File: src/rtl/lsu_pkg.sv
// LSU shared types: FSM states, op codes, latched-op bundle
// and the op legality check used at accept time.
package lsu_pkg;

    typedef enum logic [1:0] {
        IDLE,
        REQ,
        RESP,
        DONE
    } lsu_state_t;

    localparam logic [2:0] OP_B  = 3'd0;
    localparam logic [2:0] OP_H  = 3'd1;
    localparam logic [2:0] OP_W  = 3'd2;
    localparam logic [2:0] OP_BU = 3'd4;
    localparam logic [2:0] OP_HU = 3'd5;

    typedef struct packed {
        logic [2:0] op;
        logic [1:0] off;
    } lsu_op_t;

    function automatic logic is_legal_op(
        input logic       wen,
        input logic [2:0] op
    );
        logic ok;
        if (wen) begin
            ok = (op == OP_B) || (op == OP_H) || (op == OP_W);
        end else begin
            ok = (op == OP_B) || (op == OP_H) || (op == OP_W)
              || (op == OP_BU) || (op == OP_HU);
        end
        return ok;
    endfunction

endpackage

File: src/rtl/lsu_align.sv
// Byte-lane alignment: store shift/mask, load extract/extend.
// Ports: op, addr (byte offset), wdata, word (raw) -> mem_wdata, wmask, rdata, misaligned.
module lsu_align
    import lsu_pkg::*;
(
    input  logic [2:0]  op,
    input  logic [1:0]  addr,
    input  logic [31:0] wdata,
    input  logic [31:0] word,
    output logic [31:0] mem_wdata,
    output logic [7:0]  wmask,
    output logic [31:0] rdata,
    output logic        misaligned
);

    logic [4:0]  sh;
    logic [31:0] lane;
    logic [3:0]  m4;

    always_comb begin
        sh        = {addr, 3'b000};
        mem_wdata = wdata << sh;
        lane      = word >> sh;
        m4        = 4'h0;
        unique case (1'b1)
            (op[1:0] == 2'd0): m4 = 4'h1 << addr;
            (op[1:0] == 2'd1): m4 = 4'h3 << addr;
            (op[1:0] == 2'd2): m4 = 4'hF;
            default:           m4 = 4'h0;
        endcase
        // Upper nibble is unused lane space and stays zero
        wmask = {4'h0, m4};

        misaligned = ((op[1:0] == 2'd1) && addr[0])
                  || ((op[1:0] == 2'd2) && (addr != 2'd0));

        rdata = 32'h0;
        unique case (op)
            OP_B:    rdata = {{24{lane[7]}}, lane[7:0]};
            OP_H:    rdata = {{16{lane[15]}}, lane[15:0]};
            OP_W:    rdata = word;
            OP_BU:   rdata = {24'h0, lane[7:0]};
            OP_HU:   rdata = {16'h0, lane[15:0]};
            default: rdata = 32'h0;
        endcase
    end

endmodule

File: src/rtl/lsu_mem_req.sv
// LSU memory initiator: one op in flight, EXU -> responder -> WBU.
// Ports: in_* (EXU op), mem_* (request/response), out_* (WBU result).
module lsu_mem_req
    import lsu_pkg::*;
#(
    parameter int TIMEOUT = 64,
    parameter int TO_W    = 7
) (
    input  logic        clk,
    input  logic        rst_n,
    input  logic        in_valid,
    output logic        in_ready,
    input  logic        in_wen,
    input  logic [2:0]  in_op,
    input  logic [31:0] in_addr,
    input  logic [31:0] in_wdata,
    output logic        mem_req_valid,
    input  logic        mem_req_ready,
    output logic        mem_wen,
    output logic [31:0] mem_addr,
    output logic [31:0] mem_wdata,
    output logic [7:0]  mem_wmask,
    input  logic        mem_resp_valid,
    input  logic [31:0] mem_resp_rdata,
    output logic        out_valid,
    input  logic        out_ready,
    output logic [31:0] out_rdata,
    output logic        out_err
);

    localparam logic [TO_W-1:0] LAST = TO_W'(TIMEOUT - 1);

    lsu_state_t      state;
    lsu_op_t         cur;
    logic [TO_W-1:0] cnt;

    logic [2:0]  a_op;
    logic [1:0]  a_off;
    logic [31:0] a_wdata;
    logic [7:0]  a_wmask;
    logic [31:0] a_rdata;
    logic        a_mis;

    // Accept-time decode uses live inputs; extraction uses the latched op
    assign a_op  = (state == IDLE) ? in_op : cur.op;
    assign a_off = (state == IDLE) ? in_addr[1:0] : cur.off;

    lsu_align u_align (
        .op         (a_op),
        .addr       (a_off),
        .wdata      (in_wdata),
        .word       (mem_resp_rdata),
        .mem_wdata  (a_wdata),
        .wmask      (a_wmask),
        .rdata      (a_rdata),
        .misaligned (a_mis)
    );

    always_ff @(posedge clk or negedge rst_n) begin
        if (!rst_n) begin
            state         <= IDLE;
            cur           <= '0;
            cnt           <= '0;
            in_ready      <= 1'b1;
            mem_req_valid <= 1'b0;
            mem_wen       <= 1'b0;
            mem_addr      <= 32'h0;
            mem_wdata     <= 32'h0;
            mem_wmask     <= 8'h0;
            out_valid     <= 1'b0;
            out_rdata     <= 32'h0;
            out_err       <= 1'b0;
        end else begin
            unique case (state)
                IDLE: begin
                    if (in_valid) begin
                        cur.op    <= in_op;
                        cur.off   <= in_addr[1:0];
                        mem_wen   <= in_wen;
                        mem_addr  <= {in_addr[31:2], 2'b00};
                        mem_wdata <= in_wen ? a_wdata : 32'h0;
                        mem_wmask <= in_wen ? a_wmask : 8'h0;
                        in_ready  <= 1'b0;
                        if (!is_legal_op(in_wen, in_op) || a_mis) begin
                            state     <= DONE;
                            out_valid <= 1'b1;
                            out_err   <= 1'b1;
                            out_rdata <= 32'h0;
                        end else begin
                            state         <= REQ;
                            mem_req_valid <= 1'b1;
                        end
                    end
                end
                REQ: begin
                    if (mem_req_ready) begin
                        mem_req_valid <= 1'b0;
                        cnt           <= '0;
                        state         <= RESP;
                    end
                end
                RESP: begin
                    cnt <= cnt + 1'b1;
                    if (mem_resp_valid) begin
                        state     <= DONE;
                        out_valid <= 1'b1;
                        out_err   <= 1'b0;
                        out_rdata <= mem_wen ? 32'h0 : a_rdata;
                    end else if (cnt == LAST) begin
                        state     <= DONE;
                        out_valid <= 1'b1;
                        out_err   <= 1'b1;
                        out_rdata <= 32'h0;
                    end
                end
                DONE: begin
                    if (out_ready) begin
                        state     <= IDLE;
                        out_valid <= 1'b0;
                        out_err   <= 1'b0;
                        out_rdata <= 32'h0;
                        in_ready  <= 1'b1;
                    end
                end
                default: state <= IDLE;
            endcase
        end
    end

endmodule
File: config.mk
export PLATFORM = sky130hd
export DESIGN_NAME = lsu_mem_req
export DESIGN_NICKNAME = d
export VERILOG_FILES = /design/src/rtl/lsu_pkg.sv /design/src/rtl/lsu_align.sv /design/src/rtl/lsu_mem_req.sv
export SDC_FILE = /design/constraint.sdc
export NUM_CORES = 1
export LEC_CHECK = 0
export ABC_CLOCK_PERIOD_IN_PS = 2130
export CORE_UTILIZATION = 41
export DETAILED_ROUTE_END_ITERATION = 10
export PLACE_DENSITY = 0.9
export RECOVER_POWER = 25
export SYNTH_ARGS = -nofsm -noshare
export SYNTH_HDL_FRONTEND = slang
export SYNTH_SLANG_ARGS = --single-unit
File: constraint.sdc
create_clock -name clk -period 2.13 [get_ports clk]
set_input_delay 0.426 -clock clk [delete_from_list [all_inputs] [get_ports clk]]
set_output_delay 0.426 -clock clk [all_outputs]
set_load 0.03 [all_outputs]
==> results of run 1 <==
==> cells in the mapped netlist (15+ instances only) <==
cell,number
o2bb2ai_1,22
a32oi_1,17
nor2_1,22
o21ai_0,53
a21oi_1,39
mux2_2,37
nand2_1,67
mux2i_1,25
nand3_1,18
clkbuf_1,15
buf_2,15
dfrtp_1,116
==> worst max path at each step <==
stage / to / slack, ns / cells past startpoint
floorplan: out_rdata[21] / -0.03 / 9
global placement: out_rdata[17] / -0.57 / 6
detailed placement: out_rdata[28] / -0.65 / 6
CTS: out_rdata[24] / -0.23 / 10
global route: out_rdata[20] / -0.37 / 10
finish: out_rdata[24] / -0.30 / 10
==> worst max-delay path, stage by stage (launching register included) <==
cell	delay [ns]
dfrtp_1	0.39
inv_2	0.09
ha_4	0.20
buf_4	0.14
mux2i_4	0.28
buf_4	0.19
nand4_1	0.19
o22ai_1	0.35
a211oi_4	0.13
buf_12	0.18
a32oi_1	0.19
==> layout make-up <==
| class | instances | area [um^2] | share of cell area (%) |
|---|---|---|---|
| Multi-Input combinational cell | 400 | 3080 | 30.9 |
| Clock buffer | 20 | 457 | 4.59 |
| Clock inverter | 12 | 128 | 1.28 |
| Sequential cell | 117 | 2930 | 29.4 |
| Inverter | 7 | 26.3 | 0.264 |
| Tap cell | 180 | 225 | 2.26 |
| Timing Repair Buffer | 310 | 3110 | 31.3 |
==> state kept, by name (all words and copies together) (netlist names), 2 cells and up <==
signal	count
mem_wdata	32
out_rdata	32
mem_addr	30
cnt	7
cur	5
mem_wmask	4
state	2
==> metal layers <==
| metal | track usage (%) | routed length, um | part of all wire [%] |
|---|---|---|---|
| met1 | 34.6 | 8130 | 39 |
| met5 | 0 | 0 | 0 |
| met2 | 44.5 | 10300 | 49 |
| met3 | 6.55 | 1600 | 7.6 |
| met4 | 17.2 | 1100 | 5.2 |
==> power by group through the flow <==
stage               Clock (mW)  Sequential, mW  Combinational, mW
global placement             0            3.58               8.23
detailed placement           0            3.61               8.41
global route              2.96            3.71               10.9
finish                    2.84            3.62               10.4
floorplan                    0            5.05               3.46
CTS                       2.86            3.61               9.57
==> repair_timing <==
item,4_1_cts,5_1_grt
setup endpoints to repair,57,61
cloned,5,1
buffers inserted,14,8
hold buffers,1,0
endpoints found under the hold margin,24,0
resized for setup,52,58
pin swaps,23,11
==> logic make-up after synthesis <==
family	synth area share (%)
other	0.0636
adder cells (fa/ha/maj)	1.06
buffers and inverters	4.61
flip-flops	49.7
XOR/XNOR	0.595
multiplexers	12.3
AND/OR/NAND/NOR	9.83
AO/OA/AOI/OAI	21.8
==> per-stage QoR <==
step                util (%)  setup slack [ns]
global placement        61.9            -0.571
CTS                     69.6            -0.228
finish                  71.5            -0.301
floorplan                  -           -0.0265
global route            71.5            -0.367
detailed placement      61.9            -0.651
==> results by group, run 1 <==
Yosys
  • Largest cells by area after synthesis: dfrtp_1 (49%), mux2_2 (7.1%), o21ai_0 (4.5%)
  • Post-synth EDFFs: 0
  • Gate count after technology mapping: 564
  • Mapped Area: 5890 um^2
  • Sequential share of the synthesized area: 49.7%
  • Yosys top cell by area: dfrtp_1
  • Synth cell types: 52
  • Prevailing post-synth register cell: dfrtp_1
  • Ys Warns: 0
  • FF+latch count, synth: 117
  • Post-Syn Area per Cell: 10.4 um^2
  • Asr flop ratio synth: 100%
  • Synth top area share: 49.3%

Status
  • Outcome: finished with violations
  • Failing checks: negative setup slack

Worst setup path
  • Worst r2r dst: out_rdata[24]
  • Critical path data arrival time: 2.76 ns
  • CP Launch Point: state[1]
  • Setup crit end kind: register
  • CP Class: reg -> reg
  • Setup slack, reg-to-reg: -0.30 ns
  • Reg2Reg Depth: 10
  • Critical R2R Launch: state[1]
  • WP data required: 2.46 ns
  • Worst-path maximum fanout: 16
  • CP startpoint kind: register

Timing
  • Final Hold Vio Count: 0
  • Fin. max-slew vios: 0
  • Final WS setup: -0.301 ns
  • RSZ-0062 raised after global routing: true
  • Shortest period the worst path allows: 2.43 ns
  • Relative slew margins: 52.1%
  • Clk_skew: 0.00733 ns
  • Finish-stage setup viols: 48
  • Hold WS: 0.484 ns
  • Max Clock Freq: 411 MHz
  • Worst slew pin tran: 0.718 ns
  • Setup TNS: -9.06 ns
  • Fin crit share: 114%

Die
  • Die area: 14900 um^2
  • Cell Rows: 43
  • Initial Util: 42.3%
  • Vert. Die Dim: 122 um
  • # IOs: 215
  • Core area: 13900 um^2
  • Width of the die: 122 um

Routing
  • Drt drc: 0
  • Pre-antenna DRT Iters: 9
  • Routed Antenna Nets: 0
  • Vias per inst: 5.79
  • Iteration-0 DRC Markers: 493
  • DR WL/cell: 20.1 um
  • DR vias: 6060
  • WL final: 21.1 mm

GRT
  • First-pass GRT wire length: 31.8 mm
  • Total gr overflow: 0
  • Largest net degree at the start of global routing: 56
  • Vias in the first global route: 6097
  • Initial antenna violation count: 0
  • Total GRT Usage: 28.1%

Clock network
  • Root Buffer: clkbuf_16
  • CTS Sinks: 117
  • H-tree levels: 4
  • Cts bufs inserted: 17
  • TritonCTS clock tree: built
  • Clock insertion delay at the later pin of the skew report: 0.42 ns
  • Reg clk slew, reported paths: 0.06 ns
  • Clk buf depth: 2

Placed design
  • Placed cells: 987
  • Post-DP Area: 8620 um^2
  • Post-DP HPWL: 13.6 mm
  • Port buffer count: 208
  • GPL Wtd Cong: 0.937

Power
  • Net load switching power: 7.13 mW
  • Pwr Total: 16.8 mW
  • Maximum VDD drop: 0.00100 V
  • Internal power: 9.70 mW
  • Clock share of power: 16.9%
  • Seq pwr share: 21.5%
  • Switching share of total power: 42.4%
  • Leakage power: 4.18 nW
  • Logic pwr share: 61.6%
  • Power Dens Cells: 1690 nW/um^2

Min path
  • Worst Hold End: mem_wmask[0]
  • Hold crit path type: reg -> reg
  • Hold Crit Depth: 2
  • Worst min-delay path startpoint: mem_wmask[0]

Final layout
  • Fin area: 9960 um^2
  • Fin nets: 964
  • Fraction of layout cells with a size suffix above 1: 25.9%
  • Area delta synth->final: 69.0%
  • Most common cell after layout, fill and taps aside: clkdlybuf4s50_1
  • Fin cells: 1046
  • Filler Cell Count: 928
  • Most frequent cells in the layout: clkdlybuf4s50_1 (207), dfrtp_1 (116), buf_4 (70)
  • Diodes inserted: 0

Job
  • MaxCap Viol Count: 0
(Power assumes the default switching activity.)
==> run 2: changes to the inputs <==
SETUP_SLACK_MARGIN = 0.1   (was not set)
==> results by group, run 2 (same netlist as run 1, synthesis figures left out) <==
Worst setup path
  • WP data required: 2.45 ns (about the same)
  • Worst-path maximum fanout: 8 (-8)
  • CP top delay family: compound AO/OA/AOI/OAI gates
  • CP peak stage delay: 0.48 ns (+0.09 ns)
  • Setup slack, reg-to-reg: -0.31 ns (about the same)
  • Crit path depth: 8 (-2)
  • Critical path data arrival time: 2.77 ns (about the same)
  • WP buf/inv: 3 (-1)
  • Crit-path slowest cell: or3_4
  • Setup crit end kind: register
  • Reg2Reg Depth: 8 (-2)
  • Critical path cell sequence: inv_2 -> ha_4 -> mux2_4 -> buf_6 -> a211o_1 -> or3_4 -> buf_12 -> a32oi_2
  • CP startpoint kind: register
  • CP Class: reg -> reg

GRT
  • Met3 Use GR: 8.15% (+1.6 points)
  • Largest net degree at the start of global routing: 57 (+1.8%)
  • Global-route met2 utilization: 46.6% (+2.1 points)
  • First-pass GRT wire length: 32.3 mm (+1.7%)
  • Total GRT Usage: 28.9% (+0.78 points)
  • Vias in the first global route: 6241 (+2.4%)
  • GRT busiest layer: met2
  • Met1 usage: 34.9% (+0.27 points)
  • Total gr overflow: 0 (unchanged)
  • Initial antenna violation count: 0 (unchanged)

Die
  • Die area: 14900 um^2 (unchanged)
  • Core area: 13900 um^2 (unchanged)
  • Initial Util: 42.3% (unchanged)
  • Cell Rows: 43 (unchanged)
  • Width of the die: 122 um (unchanged)
  • # IOs: 215 (unchanged)
  • Vert. Die Dim: 122 um (unchanged)

Final layout
  • Fraction of layout cells with a size suffix above 1: 28.3% (+2.4 points)
  • Diodes inserted: 0 (unchanged)
  • Fin cells: 1053 (+0.67%)
  • Area delta synth->final: 72.3%
  • Fin nets: 972 (+0.83%)
  • Core utilization of the finished layout: 72.9% (+1.4 points)
  • Most common cell after layout, fill and taps aside: clkdlybuf4s50_1
  • Most frequent cells in the layout: clkdlybuf4s50_1 (206), dfrtp_1 (116), buf_4 (81)
  • Filler Cell Count: 916 (-1.3%)
  • Top flop regs: mem_wdata x32, out_rdata x32, mem_addr x30

Clock network
  • H-tree levels: 4 (unchanged)
  • Cts bufs inserted: 17 (unchanged)
  • CTS Sinks: 117 (unchanged)
  • Reg clk slew, reported paths: 0.06 ns (about the same)
  • Clk buf depth: 2 (unchanged)
  • Clock insertion delay at the later pin of the skew report: 0.43 ns (about the same)
  • Root Buffer: clkbuf_16
  • TritonCTS clock tree: built

Min path
  • Hold Crit Depth: 2 (unchanged)
  • Hold crit path type: reg -> reg

Power
  • Maximum VDD drop: 0.00113 V (+13%)
  • Leakage power: 4.26 nW (+1.9%)
  • Pwr Total: 17.2 mW (+2.5%)
  • Power Dens Cells: 1700 nW/um^2 (+0.50%)

Timing
  • Max Clock Freq: 409 MHz (-0.55%)
  • Final Hold Vio Count: 0 (unchanged)
  • Relative slew margins: 50.5% (-1.6 points)
  • RSZ-0062 raised after global routing: true
  • Finish-stage setup viols: 36 (-25%)
  • Shortest period the worst path allows: 2.44 ns (+0.0135 ns)
  • Fin crit share: 115% (+0.63 points)
  • Setup TNS: -7.36 ns (+1.70 ns)
  • Clk_skew: 0.00933 ns (+0.00200 ns)
  • Worst slew pin tran: 0.743 ns (+0.0247 ns)
  • Final WS setup: -0.315 ns (-0.0135 ns)
  • Fin. max-slew vios: 0 (unchanged)

Job
  • MaxCap Viol Count: 0 (unchanged)

Placed design
  • Placed cells: 988 (+0.10%)
  • GPL Wtd Cong: 0.864 (-7.8%)
  • Port buffer count: 208 (unchanged)
  • Setup WS pre-CTS: -0.722 ns (-0.0708 ns)
  • Post-DP HPWL: 13.7 mm (+0.96%)

Routing
  • Routed Antenna Nets: 0 (unchanged)
  • Vias per inst: 5.85 (+0.99%)
  • Iteration-0 DRC Markers: 539 (+9.3%)
  • Drt drc: 0 (unchanged)
  • DR WL/cell: 21.1 um (+4.5%)
  • DR vias: 6161 (+1.7%)
  • Pre-antenna DRT Iters: 7 (-2)
  • WL final: 22.2 mm (+5.2%)

Status
  • Failing checks: negative setup slack
  • Outcome: finished with violations
==> run 2: changes by cell type in the layout (fill, tap and decap cells not counted), moves of 4 or more <==
cell / change
buf_4: +11
o21ai_2: -4
o2bb2ai_2: +10
a211oi_2: +7
o21ai_1: -5
nand2_2: -4
a211oi_1: -7
nand2_1: +4
buf_6: -5
o21ai_0: +9
o2bb2ai_1: -12
==> run 2: report_power, final <==
group | switching [mW] | leakage [nW] | internal (mW)
Clock | 1.04 | 0.254 | 1.56
Sequential | 0.554 | 1.51 | 3.09
Combinational | 5.81 | 2.50 | 5.19
Total | 7.41 | 4.26 | 9.83
==> run 2: metrics by stage <==
stage	area, um^2	hold slack [ns]
floorplan	5940	0.130
global placement	8670	0.393
detailed placement	8670	0.393
CTS	9770	0.492
global route	10200	0.510
finish	10200	0.486
==> run 2: repair_timing <==
action / in CTS / in global routing
endpoints found under the hold margin: 29 / 0
buffers inserted: 21 / 6
hold buffers: 1 / 0
pin swaps: 6 / 32
gates cloned: 4 / 3
gates resized for setup: 61 / 56
endpoints found under the setup margin: 69 / 70
==> run 2: layout make-up <==
| cell class | count | area (um^2) | area share [%] |
|---|---|---|---|
| clock buffer | 22 | 474 | 4.67 |
| clock inverter | 9 | 55.1 | 0.542 |
| inverter | 7 | 26.3 | 0.259 |
| multi-input combinational | 400 | 3230 | 31.8 |
| sequential | 117 | 2930 | 28.8 |
| tap | 180 | 225 | 2.22 |
| timing repair buffer | 318 | 3220 | 31.7 |
==> run 2: worst paths after layout <==
kind / end / from
min in group asynchronous: mem_addr[24] / rst_n
worst min-delay path: mem_wdata[9] / mem_wdata[9]
worst max register to register: out_rdata[28] / state[1]
worst min register to register: mem_wdata[9] / mem_wdata[9]
max in group asynchronous: out_rdata[6] / rst_n
worst max-delay path: out_rdata[28] / state[1]
==> run 2: metal layers <==
metal  part of all wire, %  wire (um)
met1                    37       8300
met2                    50      11000
met3                   8.6       1900
met4                   4.5        992
met5                     0          0
==> run 2: worst min-delay path: stages (launching register included) <==
cell     delay (ns)
dfrtp_1        0.34
nand2_1        0.05
o21ai_0        0.06
